File: config.mk
export PLATFORM = sky130hd
export DESIGN_NAME = mul_share_ctrl
export DESIGN_NICKNAME = d
export VERILOG_FILES = /design/src/rtl/mul_share_ctrl.sv
export SDC_FILE = /design/constraint.sdc
export NUM_CORES = 1
export LEC_CHECK = 0
export CAP_MARGIN = 20
export CORE_MARGIN = 4
export CORE_UTILIZATION = 43
export CTS_CLUSTER_DIAMETER = 50
export DETAILED_ROUTE_END_ITERATION = 6
export HOLD_SLACK_MARGIN = 0.02
export PLACE_DENSITY_LB_ADDON = 0.15
export RECOVER_POWER = 25
export SLEW_MARGIN = 20
export SYNTH_ARGS = -nofsm -noshare
export SYNTH_HDL_FRONTEND = slang
export SYNTH_SLANG_ARGS = --single-unit
export TNS_END_PERCENT = 20
File: constraint.sdc
create_clock -name clk -period 4.1 [get_ports clk]
set_clock_uncertainty 0.05 [all_clocks]
set_input_delay 0.82 -clock clk [delete_from_list [all_inputs] [get_ports clk]]
set_output_delay 0.82 -clock clk [all_outputs]
set_load 0.01 [all_outputs]
File: src/rtl/mul_share_ctrl.sv
// mul_share_ctrl: time-shares one shift-add multiplier between two requesters.
// Each job clears the multiplier, starts it and waits for its done flag. The
// 2*WIDTH product goes back on a shared result bus tagged with the owner id.
// A watchdog aborts a job whose done flag never arrives.
//
// Request/result handshake: reqN is a level. A requester keeps reqN high until
// it sees res_valid with res_id == N. res_valid is a single-cycle strobe with
// no back-pressure. A reqN still high in the IDLE cycle after DONE starts a
// new job. When both requesters keep asking, service alternates between them.
module mul_share_ctrl #(
  parameter int WIDTH   = 32,
  parameter int TIMEOUT = 40
) (
  input  logic               clk,
  input  logic               rst,
  input  logic               req0,
  input  logic [WIDTH-1:0]   a0,
  input  logic [WIDTH-1:0]   b0,
  input  logic               req1,
  input  logic [WIDTH-1:0]   a1,
  input  logic [WIDTH-1:0]   b1,
  output logic               gnt0,
  output logic               gnt1,
  output logic               res_valid,
  output logic               res_id,
  output logic               res_err,
  output logic [2*WIDTH-1:0] res_prod,
  output logic               mul_rst,
  output logic               mul_run,
  output logic [WIDTH-1:0]   mul_mcand,
  output logic [WIDTH-1:0]   mul_mplier,
  input  logic               mul_rdy,
  input  logic [2*WIDTH-1:0] mul_prod,
  output logic [2:0]         state_dbg
);

  localparam int CW = (TIMEOUT > 1) ? $clog2(TIMEOUT) : 1;
  localparam logic [CW-1:0] LAST = CW'(TIMEOUT - 1);

  typedef enum logic [2:0] {
    IDLE  = 3'd0,
    CLR   = 3'd1,
    START = 3'd2,
    WAIT  = 3'd3,
    DONE  = 3'd4
  } state_t;

  state_t            state, state_nxt;
  logic              win_id;
  logic              last_id;
  logic              pick;
  logic              err_q;
  logic [CW-1:0]     cnt;
  logic [WIDTH-1:0]  a_q, b_q;
  logic              busy;

  // Round-robin choice: a tie goes to the requester not served last time.
  always_comb begin
    pick = req1;
    if (req0 && req1) pick = ~last_id;
  end

  // State register.
  always_ff @(posedge clk or negedge rst) begin
    if (!rst) state <= IDLE;
    else      state <= state_nxt;
  end

  // Next-state logic. In WAIT the done flag takes priority over the watchdog.
  always_comb begin
    state_nxt = state;
    case (state)
      IDLE:    if (req0 || req1) state_nxt = CLR;
      CLR:     state_nxt = START;
      START:   state_nxt = WAIT;
      WAIT:    if (mul_rdy || (cnt == LAST)) state_nxt = DONE;
      DONE:    state_nxt = IDLE;
      default: state_nxt = IDLE;
    endcase
  end

  // Job registers: winner and operands, watchdog count, outcome, product.
  always_ff @(posedge clk or negedge rst) begin
    if (!rst) begin
      win_id   <= 1'b0;
      last_id  <= 1'b1;
      a_q      <= '0;
      b_q      <= '0;
      cnt      <= '0;
      err_q    <= 1'b0;
      res_prod <= '0;
    end else begin
      case (state)
        IDLE: begin
          if (req0 || req1) begin
            win_id <= pick;
            a_q    <= pick ? a1 : a0;
            b_q    <= pick ? b1 : b0;
          end
        end
        START: cnt <= '0;
        WAIT: begin
          if (mul_rdy) begin
            res_prod <= mul_prod;
            err_q    <= 1'b0;
          end else if (cnt == LAST) begin
            res_prod <= '0;
            err_q    <= 1'b1;
          end else begin
            cnt <= cnt + 1'b1;
          end
        end
        DONE: last_id <= win_id;
        default: ;
      endcase
    end
  end

  // Outputs decoded from state, so reset clears them immediately.
  always_comb begin
    busy       = (state != IDLE);
    gnt0       = busy && !win_id;
    gnt1       = busy && win_id;
    mul_rst    = (state == CLR);
    mul_run    = (state == START);
    res_valid  = (state == DONE);
    res_id     = res_valid ? win_id : 1'b0;
    res_err    = res_valid ? err_q  : 1'b0;
    mul_mcand  = busy ? a_q : '0;
    mul_mplier = busy ? b_q : '0;
    state_dbg  = state;
  end

endmodule

### Yosys cells after proc, flatten, opt, wreduce, memory -nomap -nowiden

Index checks and enable logic that the tools add are counted.

* add/subtract/negate cells: 1
* multiply operators: 0
* divide/modulo/power cells: 0
* magnitude comparators: 0
* equal/unequal tests: 9
* shift operators: 0
* multiplexer cells: 17
* bitwise operators: 1
* reduce and logical (&&, ||, !) cells: 14

Operators by type and width (count)
* $mux W32: 4
* $mux W64: 2
* $mux W6: 2
* $pmux W3 S4: 1
* $pmux W6 S2: 1
* $ne A2 B2 Y1 const B: 4
* $add A6 B1 Y6 const B: 1
* $eq A3 B2 Y1 const B: 2
* $eq A6 B6 Y1 const B: 1
* $mux W3: 2
* $reduce_and A2 Y1: 3
* $mux W1: 5
* $reduce_bool A2 Y1: 2
* $eq A3 B1 Y1 const B: 1
* $eq A3 B3 Y1 const B: 1
* $logic_and A1 B1 Y1: 3
* $logic_not A3 Y1: 1
* $reduce_and A3 Y1: 1
* $reduce_bool A3 Y1: 1
* $logic_or A1 B1 Y1: 2
* $logic_not A1 Y1: 1
* $not A1 Y1: 1

* bits in registers: 140
* latch bits: 0
* memory bits (writable): 0
* memory bits (read-only): 0
* input bits: 197
* output and inout bits: 138
* logic and storage cells: 50
* memories kept: 0

### Logic depth before layout (Yosys ltp)

Gate-level depths: netlist of the first run.

* word-level depth: 4
* gate-level depth with buffers: 7
* mapped depth without buffers: 5

### Worst setup path before layout of the first run

No wires, ideal clock.

* kind: register -> output
* start point: register state[2], in the netlist state_dbg[2]
* end point: output port mul_mcand[27]
* arrival time: 1.470 ns
* data required time: 3.230 ns
* setup slack: 1.760 ns
* cell stages (with the launch flop): 6
* path buffers: 3
* path through: dfrtp_1 buf_6 nor3_4 clkbuf_2 clkbuf_1 and2b_1

* word-level cells in the longest chain between the ends: 2

Ends and longest elaborated chain
* start, declared: line 48 `state_t state, state_nxt;`
* start signal, assigned: line 66 `else state <= state_nxt;`
* $reduce_bool A3 Y1: line 121 `busy = (state != IDLE);`
* $mux W32: line 129 `mul_mcand = busy ? a_q : '0;`
* end, declared: line 30 `output logic [WIDTH-1:0] mul_mcand,`

Every way passes these cells.

### Final worst setup path of the first run

* start point: register state[0], in the netlist state_dbg[0]
* end point: output port mul_mplier[1]

* word-level cells in the longest chain between the ends: 2

Ends and longest elaborated chain
* $reduce_bool A3 Y1: line 121
* $mux W32: line 130 `mul_mplier = busy ? b_q : '0;`
* end, declared: line 31 `output logic [WIDTH-1:0] mul_mplier,`

Every way passes these cells.

==> reports/metrics.csv, run 1 <==
stage,metric,value,unit
clock_tree,Longest Clk Path Bufs,2,
logic_synthesis,"Warnings, synthesis",0,
worst_setup_path,Startpoint Class,flip-flop,
placement,number of port buffers,334,
sta,Final Cycle Share,0.774,
sta,fin crit period,3180,ps
worst_setup_path,Worst Path Required,3230,ps
sta,max-slew violation count,81,
logic_synthesis,"top cells by area, synth","dfrtp_1, mux2i_1, a22o_1, nor2b_1, a21oi_1",
worst_setup_path,CP Cell Sequence,"nor3_4, buf_4, and2b_1, clkdlybuf4s50_1",
clock_tree,CTS tree,yes,
worst_setup_path,largest stage delay on the critical path,530,ps
run_status,outcome,"finished, violations left",
logic_synthesis,post-synthesis simple-gate area fraction,0.135,
worst_setup_path,Reg2Reg Setup Slack,1630,ps
sta,RSZ-0062 raised after global routing,no,
floorplan,die height,129,um
global_routing,first-pass GRT wire length,29.5,mm
route,DRC,0,
sta,Final Setup Violations,0,
floorplan,I/O pin count,335,
clock_tree,H-Tree Level Count,4,
layout,"commonest non-fill, non-tap cell in the layout",clkdlybuf4s50_1,
floorplan,die area,16700,sq um
placement,placed instance count,1049,
route,DR WL/cell,18.5,um
layout,number of diodes,0,
route,Routed WL,20.0,mm
logic_synthesis,Post-Syn Nets,766,
layout,register area,3500,sq um
logic_synthesis,Netlist cell types,36,
layout,Layout area overhead,63.0,%
floorplan,Initial Util,0.438,
sta,Tightest Pin Transition,1890,ps
layout,number of fillers in the final layout,1027,
logic_synthesis,fraction of registers with async set or reset after synthesis,1.00,
sta,final hold violation count,0,
logic_synthesis,"Avg Cell Area, Syn",11.2,sq um
logic_synthesis,top_reg_cell synth,dfrtp_1,
global_routing,antenna violations before repair,1,
route,Pre-antenna DRT Iters,6,
logic_synthesis,Mapped Cells,568,
clock_tree,Post-CTS Resized,0,
logic_synthesis,Synth top area share,0.549,
layout,share of layout cells above drive strength 1,0.0557,
layout,post-route insts no fill,1081,
clock_tree,clk_lat worst skew,400,ps
route,DRT antenna net count,0,
sta,Peak Freq,315,MHz
clock_tree,clock sinks,140,
global_routing,GR Util All Layers,0.229,
worst_setup_path,crit path capture type,primary output,
route,routed via count,5534,
layout,Final Net Count,1082,
logic_synthesis,Synth Cell Area,6340,sq um
logic_synthesis,Synth Register Bits,140,
run_status,violated checks,"max-capacitance violations, max-slew violations",
placement,RD Place Congestion,0.839,
placement,post-DP HPWL,15.0,mm
worst_setup_path,WP data arrival,2310,ps
worst_setup_path,Worst Path Max Fanout,37,
logic_synthesis,Synth Area in Adders,0.00197,
global_routing,largest net degree at the start of global routing,81,
clock_tree,"Reg clk slew, reported paths",60,ps
power_and_ir_drop,power density over the cells,765,nW/um^2
sta,relative slew slack,-0.263,
sta,Final TNS setup,0,ps
logic_synthesis,largest family of logic cells by synthesized area,compound AO/OA/AOI/OAI gates,
clock_tree,Inserted Clock Buffers,17,
layout,"commonest non-fill, non-tap cells in the layout","clkdlybuf4s50_1, dfrtp_1, nor2_1, a21oi_1, mux2i_1",
clock_tree,cts hold-fix bufs,0,
worst_setup_path,Crit Path Class,reg -> out,
logic_synthesis,Synth Area in Compound Gates,0.154,
layout,multi-input gate area in the final layout,2560,sq um
power_and_ir_drop,peak supply drop,0.000435,V
logic_synthesis,"area leader, netlist",dfrtp_1,
worst_hold_path,HP Class,in -> async,
global_routing,vias in the first global route,5624,
route,DRT iter0 DRCs,210,
logic_synthesis,register area share after synthesis,0.553,
logic_synthesis,Post-Synth XOR/XNOR Area,0,
global_routing,gr ovfl total,0,
clock_tree,Post-CTS Setup Inserts,0,
floorplan,FP Rows,44,
floorplan,Die Width,129,um
worst_setup_path,Slowest cell on crit path,dfrtp_1,
logic_synthesis,mux share of post-synthesis cell area,0.108,
clock_tree,clk root buf,clkbuf_16,
floorplan,CORE AREA,14500,sq um
route,Vias/cell,5.12,
run,max cap viols,1,
logic_synthesis,Post-synth EDFFs,0,
power_and_ir_drop,Leak,4.45,nW
-- stage by stage --
step / utilization / total power [mW] / worst slack (ps) / hold slack, ps / area, sq um
after floorplan: - / 4.26 / 1760 / 405 / 6340
after global placement: 0.673 / 6.31 / 1370 / 434 / 9740
after detailed placement: 0.673 / 6.42 / 1250 / 433 / 9740
after CTS: 0.714 / 7.99 / 895 / 337 / 10300
after global routing: 0.713 / 8.39 / 792 / 344 / 10300
final: 0.713 / 7.90 / 925 / 317 / 10300
-- power breakdown --
| group | internal (mW) | switching, mW | total, mW |
|---|---|---|---|
| logic | 2.19 | 1.74 | 3.93 |
| registers | 2.03 | 0.413 | 2.45 |
| clock network | 0.933 | 0.588 | 1.52 |
| total | 5.15 | 2.75 | 7.90 |
-- per-layer routing --
metal | vias up | track usage | wire length (um)
met4 | 2 | 0.0784 | 413
met1 | 2623 | 0.254 | 7370
li1 | 2621 | - | -
met3 | 28 | 0.0878 | 2050
met2 | 260 | 0.405 | 10100
met5 | - | 0 | 13
-- worst max-delay path, delay by kind of cell (launching register included) --
kind                   cells  cell delay (ps)
AND/OR/NAND/NOR            2              480
buffers and inverters      2              880
flip-flops                 1              530
-- cell type report --
cell class                 instances  area share
clock buffer                      20      0.0442
tap                              184      0.0223
sequential                       140       0.339
timing repair buffer             342       0.332
clock inverter                    12      0.0134
inverter                           3     0.00109
multi-input combinational        380       0.248
-- flip-flops by register name, indices dropped and copies added, names as in the netlist --
signal,cells
last_id,1
cnt,6
a_q,32
res_prod,64
err_q,1
b_q,32
state_dbg,3
win_id,1
-- cells by family (layout without fill, tap and decap cells) --
logic type	count (synthesis)	after routing
and+or+nand+nor	168	168
muxes	68	68
AOI/OAI and AO/OA	143	143
adders and majority gates	1	1
buffers and inverters	48	377
DFF	140	140
-- synth_stat cells, types with 4 or more instances --
cell type	number
and2b_1	6
mux2i_1	66
a22o_1	64
nand2_1	8
buf_2	18
a21oi_1	69
nor2_1	75
buf_4	11
o21ai_0	4
nor2b_1	61
dfrtp_1	139
buf_6	7
clkbuf_1	7
-- worst paths after layout --
| kind | start | to | depth (start not counted) |
|---|---|---|---|
| max | state_dbg[0]$_DFFE_PN0P_ | mul_mplier[1] | 4 |
| min | rst | a_q[10]$_DFFE_PN0P_ | 1 |
| max reg2reg | state_dbg[0]$_DFFE_PN0P_ | b_q[15]$_DFFE_PN0P_ | 6 |
| min reg2reg | res_prod[0]$_DFFE_PN0P_ | res_prod[0]$_DFFE_PN0P_ | 1 |
| max in group asynchronous | rst | a_q[14]$_DFFE_PN0P_ | 2 |
| min in group clk | res_prod[0]$_DFFE_PN0P_ | res_prod[0]$_DFFE_PN0P_ | 1 |
(Power assumes the default switching activity.)
==> run 2: changes to the inputs <==
- CORE_UTILIZATION: 43 -> 40
- clock period: 4.1 -> 3 ns (I/O delays scaled with it)
==> reports/metrics.csv, run 2 (same netlist as run 1, synthesis figures left out) <==
stage,metric,value,unit,change
global_routing,gr ovfl total,0,,unchanged
global_routing,first-pass GRT wire length,31.2,mm,was 29.5 mm
global_routing,vias in the first global route,5804,,was 5624
sta,Final Cycle Share,0.950,,
worst_setup_path,Reg2Reg Setup Slack,720,ps,was 1630 ps
placement,post-DP HPWL,15.1,mm,was 15.0 mm
power_and_ir_drop,Leak,4.48,nW,was 4.45 nW
layout,number of diodes,0,,unchanged
layout,share of layout cells above drive strength 1,0.0547,,was 0.0557
placement,number of port buffers,334,,unchanged
layout,Biggest register,res_prod,,unchanged
worst_setup_path,Worst R2R Path Depth,6,,unchanged
power_and_ir_drop,power density over the cells,1040,nW/um^2,was 765 nW/um^2
placement,RD Place Congestion,0.820,,was 0.839
route,DRT antenna net count,0,,unchanged
worst_setup_path,worst r2r dst,a_q[18]$_DFFE_PN0P_,,was b_q[15]$_DFFE_PN0P_
worst_hold_path,HP Class,reg -> reg,,was in -> async
global_routing,GR Util All Layers,0.222,,was 0.229
sta,final hold violation count,0,,unchanged
clock_tree,Post-CTS Setup Inserts,0,,unchanged
layout,post-route insts no fill,1107,,was 1081
route,DR WL/cell,18.2,um,was 18.5 um
global_routing,antenna violations before repair,0,,was 1
clock_tree,clk_lat worst skew,410,ps,was 400 ps
floorplan,Initial Util,0.412,,was 0.438
placement,"Cell Area, Placed",9810,sq um,was 9740 sq um
worst_setup_path,crit path capture type,primary output,,unchanged
clock_tree,Post-CTS Resized,0,,unchanged
worst_setup_path,Crit Path Class,reg -> out,,unchanged
worst_setup_path,WP data arrival,2200,ps,was 2310 ps
sta,Final Setup Violations,0,,unchanged
layout,post-route cell area,10400,sq um,was 10300 sq um
sta,relative slew slack,-0.446,,was -0.263
floorplan,Die Width,134,um,was 129 um
run_status,violated checks,"max-capacitance violations, max-slew violations",,unchanged
power_and_ir_drop,total power,10.8,mW,was 7.90 mW
layout,Regs by FF count,"res_prod (64), a_q (32), b_q (32)",,unchanged
layout,register area,3500,sq um,unchanged
layout,"commonest non-fill, non-tap cell in the layout",clkdlybuf4s50_1,,unchanged
sta,max-slew violation count,48,,was 81
worst_setup_path,start of the worst register-to-register path,state_dbg[0]$_DFFE_PN0P_,,unchanged
layout,Layout area overhead,64.3,%,was 63.0%
clock_tree,cts hold-fix bufs,0,,unchanged
route,Pre-antenna DRT Iters,4,,was 6
placement,placed instance count,1077,,was 1049
global_routing,largest net degree at the start of global routing,103,,was 81
worst_hold_path,Hold EP,res_prod[8]$_DFFE_PN0P_,,
layout,number of fillers in the final layout,1191,,was 1027
worst_setup_path,Startpoint Class,flip-flop,,unchanged
clock_tree,clk root buf,clkbuf_16,,unchanged
run_status,outcome,"finished, violations left",,unchanged
worst_setup_path,Slowest cell on crit path,dfrtp_1,,unchanged
floorplan,CORE AREA,15400,sq um,was 14500 sq um
floorplan,die area,17900,sq um,was 16700 sq um
floorplan,I/O pin count,335,,unchanged
worst_setup_path,largest stage delay on the critical path,520,ps,was 530 ps
clock_tree,Longest Clk Path Bufs,2,,unchanged
worst_setup_path,Crit path max-delay family,buffers and inverters,,unchanged
sta,RSZ-0062 raised after global routing,no,,unchanged
layout,Final Net Count,1083,,was 1082
clock_tree,H-Tree Level Count,4,,unchanged
layout,max FFs per register,64,,unchanged
sta,fin crit period,2850,ps,
worst_setup_path,Worst Path Required,2350,ps,was 3230 ps
floorplan,die height,134,um,was 129 um
clock_tree,clock sinks,140,,unchanged
worst_setup_path,Worst Path Max Fanout,38,,was 37
clock_tree,CTS tree,yes,,unchanged
worst_setup_path,Bufs and invs on worst path,2,,unchanged
worst_hold_path,min-delay src,res_prod[8]$_DFFE_PN0P_,,
route,Routed WL,20.1,mm,was 20.0 mm
worst_hold_path,hold path cells,1,,
route,DRC,0,,unchanged
route,routed via count,5504,,was 5534
route,DRT iter0 DRCs,285,,was 210
sta,Tightest Pin Transition,2170,ps,was 1890 ps
worst_setup_path,critical path depth,4,,unchanged
clock_tree,"Reg clk slew, reported paths",60,ps,about the same
sta,Peak Freq,351,MHz,
power_and_ir_drop,peak supply drop,0.000522,V,was 0.000435 V
route,Vias/cell,4.97,,was 5.12
run,max cap viols,1,,unchanged
worst_setup_path,CP Cell Sequence,"nor3_4, buf_6, and2b_1, clkdlybuf4s50_1",,"was nor3_4, buf_4, and2b_1, clkdlybuf4s50_1"
layout,multi-input gate area in the final layout,2550,sq um,was 2560 sq um
sta,worst hold margin,447,ps,was 317 ps
floorplan,FP Rows,45,,was 44
layout,"commonest non-fill, non-tap cells in the layout","clkdlybuf4s50_1, dfrtp_1, nor2_1, a21oi_1, mux2i_1",,unchanged
clock_tree,Inserted Clock Buffers,17,,unchanged
sta,Final TNS setup,0,ps,unchanged
-- run 2: cell count changes in the layout (fill, tap and decap cells not counted), sizes merged --
cell         delta
clkinvlp        -2
inv             -2
buf             +1
bufinv          +1
clkbuf          -1
clkinv          +1
dlygate4sd2     +1
-- run 2: worst register-to-register path, stage by stage (launching register included) --
cell and delay [ps]:
dfrtp_1 520, nor3_4 260, buf_6 300, o21a_4 370, buf_12 380, nor2_1 160, a21oi_1 150
-- run 2: worst max-delay path by stage --
stage | end | startpoint
final | mul_mcand[27] | state_dbg[0]$_DFFE_PN0P_
after CTS | mul_mcand[27] | state_dbg[0]$_DFFE_PN0P_
after floorplan | mul_mcand[27] | state_dbg[2]$_DFFE_PN0P_
after detailed placement | mul_mcand[27] | state_dbg[0]$_DFFE_PN0P_
after global routing | mul_mcand[27] | state_dbg[0]$_DFFE_PN0P_
after global placement | mul_mcand[27] | state_dbg[0]$_DFFE_PN0P_
-- run 2: power by group --
| part | total (mW) | internal (mW) | switching [mW] |
|---|---|---|---|
| registers | 3.32 | 2.78 | 0.542 |
| clock network | 2.14 | 1.36 | 0.771 |
| logic | 5.38 | 3.02 | 2.36 |
-- run 2: cell type report --
cell class,instances,area share
multi-input combinational,380,0.245
clock inverter,10,0.0136
timing repair buffer,343,0.333
sequential,140,0.337
clock buffer,20,0.0448
tap,211,0.0254
inverter,3,0.00108
-- run 2: metrics by stage --
stage | worst slack, ps | util
floorplan | 880 | -
global placement | 536 | 0.638
detailed placement | 499 | 0.638
CTS | 47.0 | 0.678
global route | 11.7 | 0.677
finish | 150 | 0.677
-- run 2: per-layer routing --
| layer | part of all wire | GRT usage |
|---|---|---|
| met5 | 0 | 0 |
| met4 | 0.026 | 0.0783 |
| met3 | 0.089 | 0.0806 |
| met2 | 0.49 | 0.374 |
| met1 | 0.39 | 0.262 |
==> run 3: changes to the inputs <==
- TNS_END_PERCENT: 20 -> 1
- clock period: 3 -> 2.66 ns (I/O delays scaled with it)
==> reports/metrics.csv, run 3 (same netlist as run 1, synthesis figures left out) <==
stage,metric,value,unit,change
run_status,outcome,finished clean,,"was finished, violations left"
sta,RSZ-0062 raised after global routing,no,,unchanged
layout,max FFs per register,64,,unchanged
power_and_ir_drop,Leak,4.66,nW,was 4.48 nW
clock_tree,"Reg clk slew, reported paths",50,ps,was 60 ps
layout,"commonest non-fill, non-tap cells in the layout","clkdlybuf4s50_1, dfrtp_1, nor2_1, a21oi_1, mux2i_1",,unchanged
layout,Regs by FF count,"res_prod (64), a_q (32), b_q (32)",,unchanged
sta,Final Setup Violations,0,,unchanged
route,routed via count,5503,,was 5504
sta,relative slew slack,0.201,,was -0.446
floorplan,FP Rows,45,,unchanged
floorplan,CORE AREA,15400,sq um,unchanged
placement,number of port buffers,334,,unchanged
sta,max-slew violation count,0,,was 48
clock_tree,clk root buf,clkbuf_16,,unchanged
worst_setup_path,Crit Path Class,reg -> out,,unchanged
global_routing,gr ovfl total,0,,unchanged
clock_tree,Inserted Clock Buffers,17,,unchanged
route,Vias/cell,4.92,,was 4.97
clock_tree,CTS tree,yes,,unchanged
run,max cap viols,0,,was 1
clock_tree,clock sinks,140,,unchanged
sta,fin crit period,2580,ps,
layout,post-route insts no fill,1118,,was 1107
sta,Tightest Pin Transition,1200,ps,was 2170 ps
worst_setup_path,crit path capture type,primary output,,unchanged
worst_setup_path,CP Cell Sequence,"nor3_4, buf_4, bufbuf_16, nor2b_1, clkdlybuf4s50_1",,"was nor3_4, buf_6, and2b_1, clkdlybuf4s50_1"
layout,share of layout cells above drive strength 1,0.0684,,was 0.0547
placement,post-DP HPWL,15.2,mm,was 15.1 mm
clock_tree,H-Tree Level Count,4,,unchanged
worst_setup_path,Worst Path Max Fanout,20,,was 38
route,DRC,0,,unchanged
worst_setup_path,WP data arrival,2000,ps,was 2200 ps
placement,placed instance count,1078,,was 1077
global_routing,vias in the first global route,5949,,was 5804
layout,"commonest non-fill, non-tap cell in the layout",clkdlybuf4s50_1,,unchanged
route,DRT antenna net count,0,,unchanged
route,Pre-antenna DRT Iters,4,,unchanged
sta,Final Cycle Share,0.969,,
route,Routed WL,20.1,mm,about the same
global_routing,largest net degree at the start of global routing,67,,was 103
route,DR WL/cell,18.0,um,was 18.2 um
placement,RD Place Congestion,0.823,,was 0.820
floorplan,die height,134,um,unchanged
layout,number of diodes,0,,unchanged
worst_setup_path,Startpoint Class,flip-flop,,unchanged
worst_setup_path,Slowest cell on crit path,clkdlybuf4s50_1,,was dfrtp_1
worst_setup_path,largest stage delay on the critical path,470,ps,was 520 ps
power_and_ir_drop,peak supply drop,0.000620,V,was 0.000522 V
layout,Final Net Count,1093,,was 1083
global_routing,first-pass GRT wire length,31.3,mm,was 31.2 mm
floorplan,I/O pin count,335,,unchanged
power_and_ir_drop,total power,12.5,mW,was 10.8 mW
clock_tree,clk_lat worst skew,410,ps,about the same
layout,Biggest register,res_prod,,unchanged
floorplan,Die Width,134,um,unchanged
route,DRT iter0 DRCs,176,,was 285
worst_setup_path,Worst Path Required,2080,ps,was 2350 ps
sta,Final TNS setup,0,ps,unchanged
global_routing,GR Util All Layers,0.223,,was 0.222
floorplan,Initial Util,0.412,,unchanged
worst_hold_path,HP Class,reg -> reg,,unchanged
global_routing,antenna violations before repair,0,,unchanged
power_and_ir_drop,power density over the cells,1180,nW/um^2,was 1040 nW/um^2
floorplan,die area,17900,sq um,unchanged
sta,Peak Freq,388,MHz,
clock_tree,Longest Clk Path Bufs,2,,unchanged
layout,Layout area overhead,67.6,%,was 64.3%
sta,final hold violation count,0,,unchanged
[run 3: routing by layer]
metal  share of wire  global-route usage
met1            0.37               0.243
met2            0.50               0.395
met3           0.093              0.0825
met4           0.030              0.0869
met5               0                   0
[run 3: final timing paths]
kind,startpoint,endpoint,slack [ps],cells after the start
hold / removal,err_q$_DFFE_PN0P_,err_q$_DFFE_PN0P_,440,2
hold reg to reg,err_q$_DFFE_PN0P_,err_q$_DFFE_PN0P_,440,2
max in group asynchronous,rst,a_q[18]$_DFFE_PN0P_,530,3
min in group asynchronous,rst,b_q[5]$_DFFE_PN0P_,840,2
setup / recovery,state_dbg[2]$_DFFE_PN0P_,mul_mplier[19],80,5
setup reg to reg,state_dbg[2]$_DFFE_PN0P_,b_q[14]$_DFFE_PN0P_,650,7
[run 3: through the flow]
step                      hold slack (ps)  utilization  area [sq um]  worst slack (ps)
final                                 439        0.691         10600              82.7
after global routing                  456        0.691         10600             0.876
after CTS                             444        0.689         10600             0.261
after detailed placement              431        0.642          9870               323
after global placement                428        0.642          9870               339
after floorplan                       186            -          6340               608
[run 3: cell type report]
type | instances | area [sq um]
Fill cell | 1188 | 4750
Multi-Input combinational cell | 380 | 2560
Inverter | 3 | 11.3
Clock buffer | 20 | 447
Sequential cell | 140 | 3510
Clock inverter | 11 | 216
Tap cell | 211 | 264
Timing Repair Buffer | 353 | 3620
[run 3: critical path, delay by kind of cell, from the launching register on]
family	cells	cell delay [ps]
DFF	1	420
buffers and inverters	3	940
and+or+nand+nor	2	220
[run 3: power breakdown]
part | internal (mW) | leakage, nW | switching [mW]
logic | 3.47 | 2.69 | 2.73
registers | 3.14 | 1.65 | 0.580
clock network | 1.78 | 0.312 | 0.854
[run 3: what timing repair did]
action,CTS,global route
setup endpoints to repair,41,17
hold buffers,1,0
setup buffers,4,3
gates resized for setup,14,10
pin swaps,1,0
hold endpoints to repair,32,0
cloned,1,0
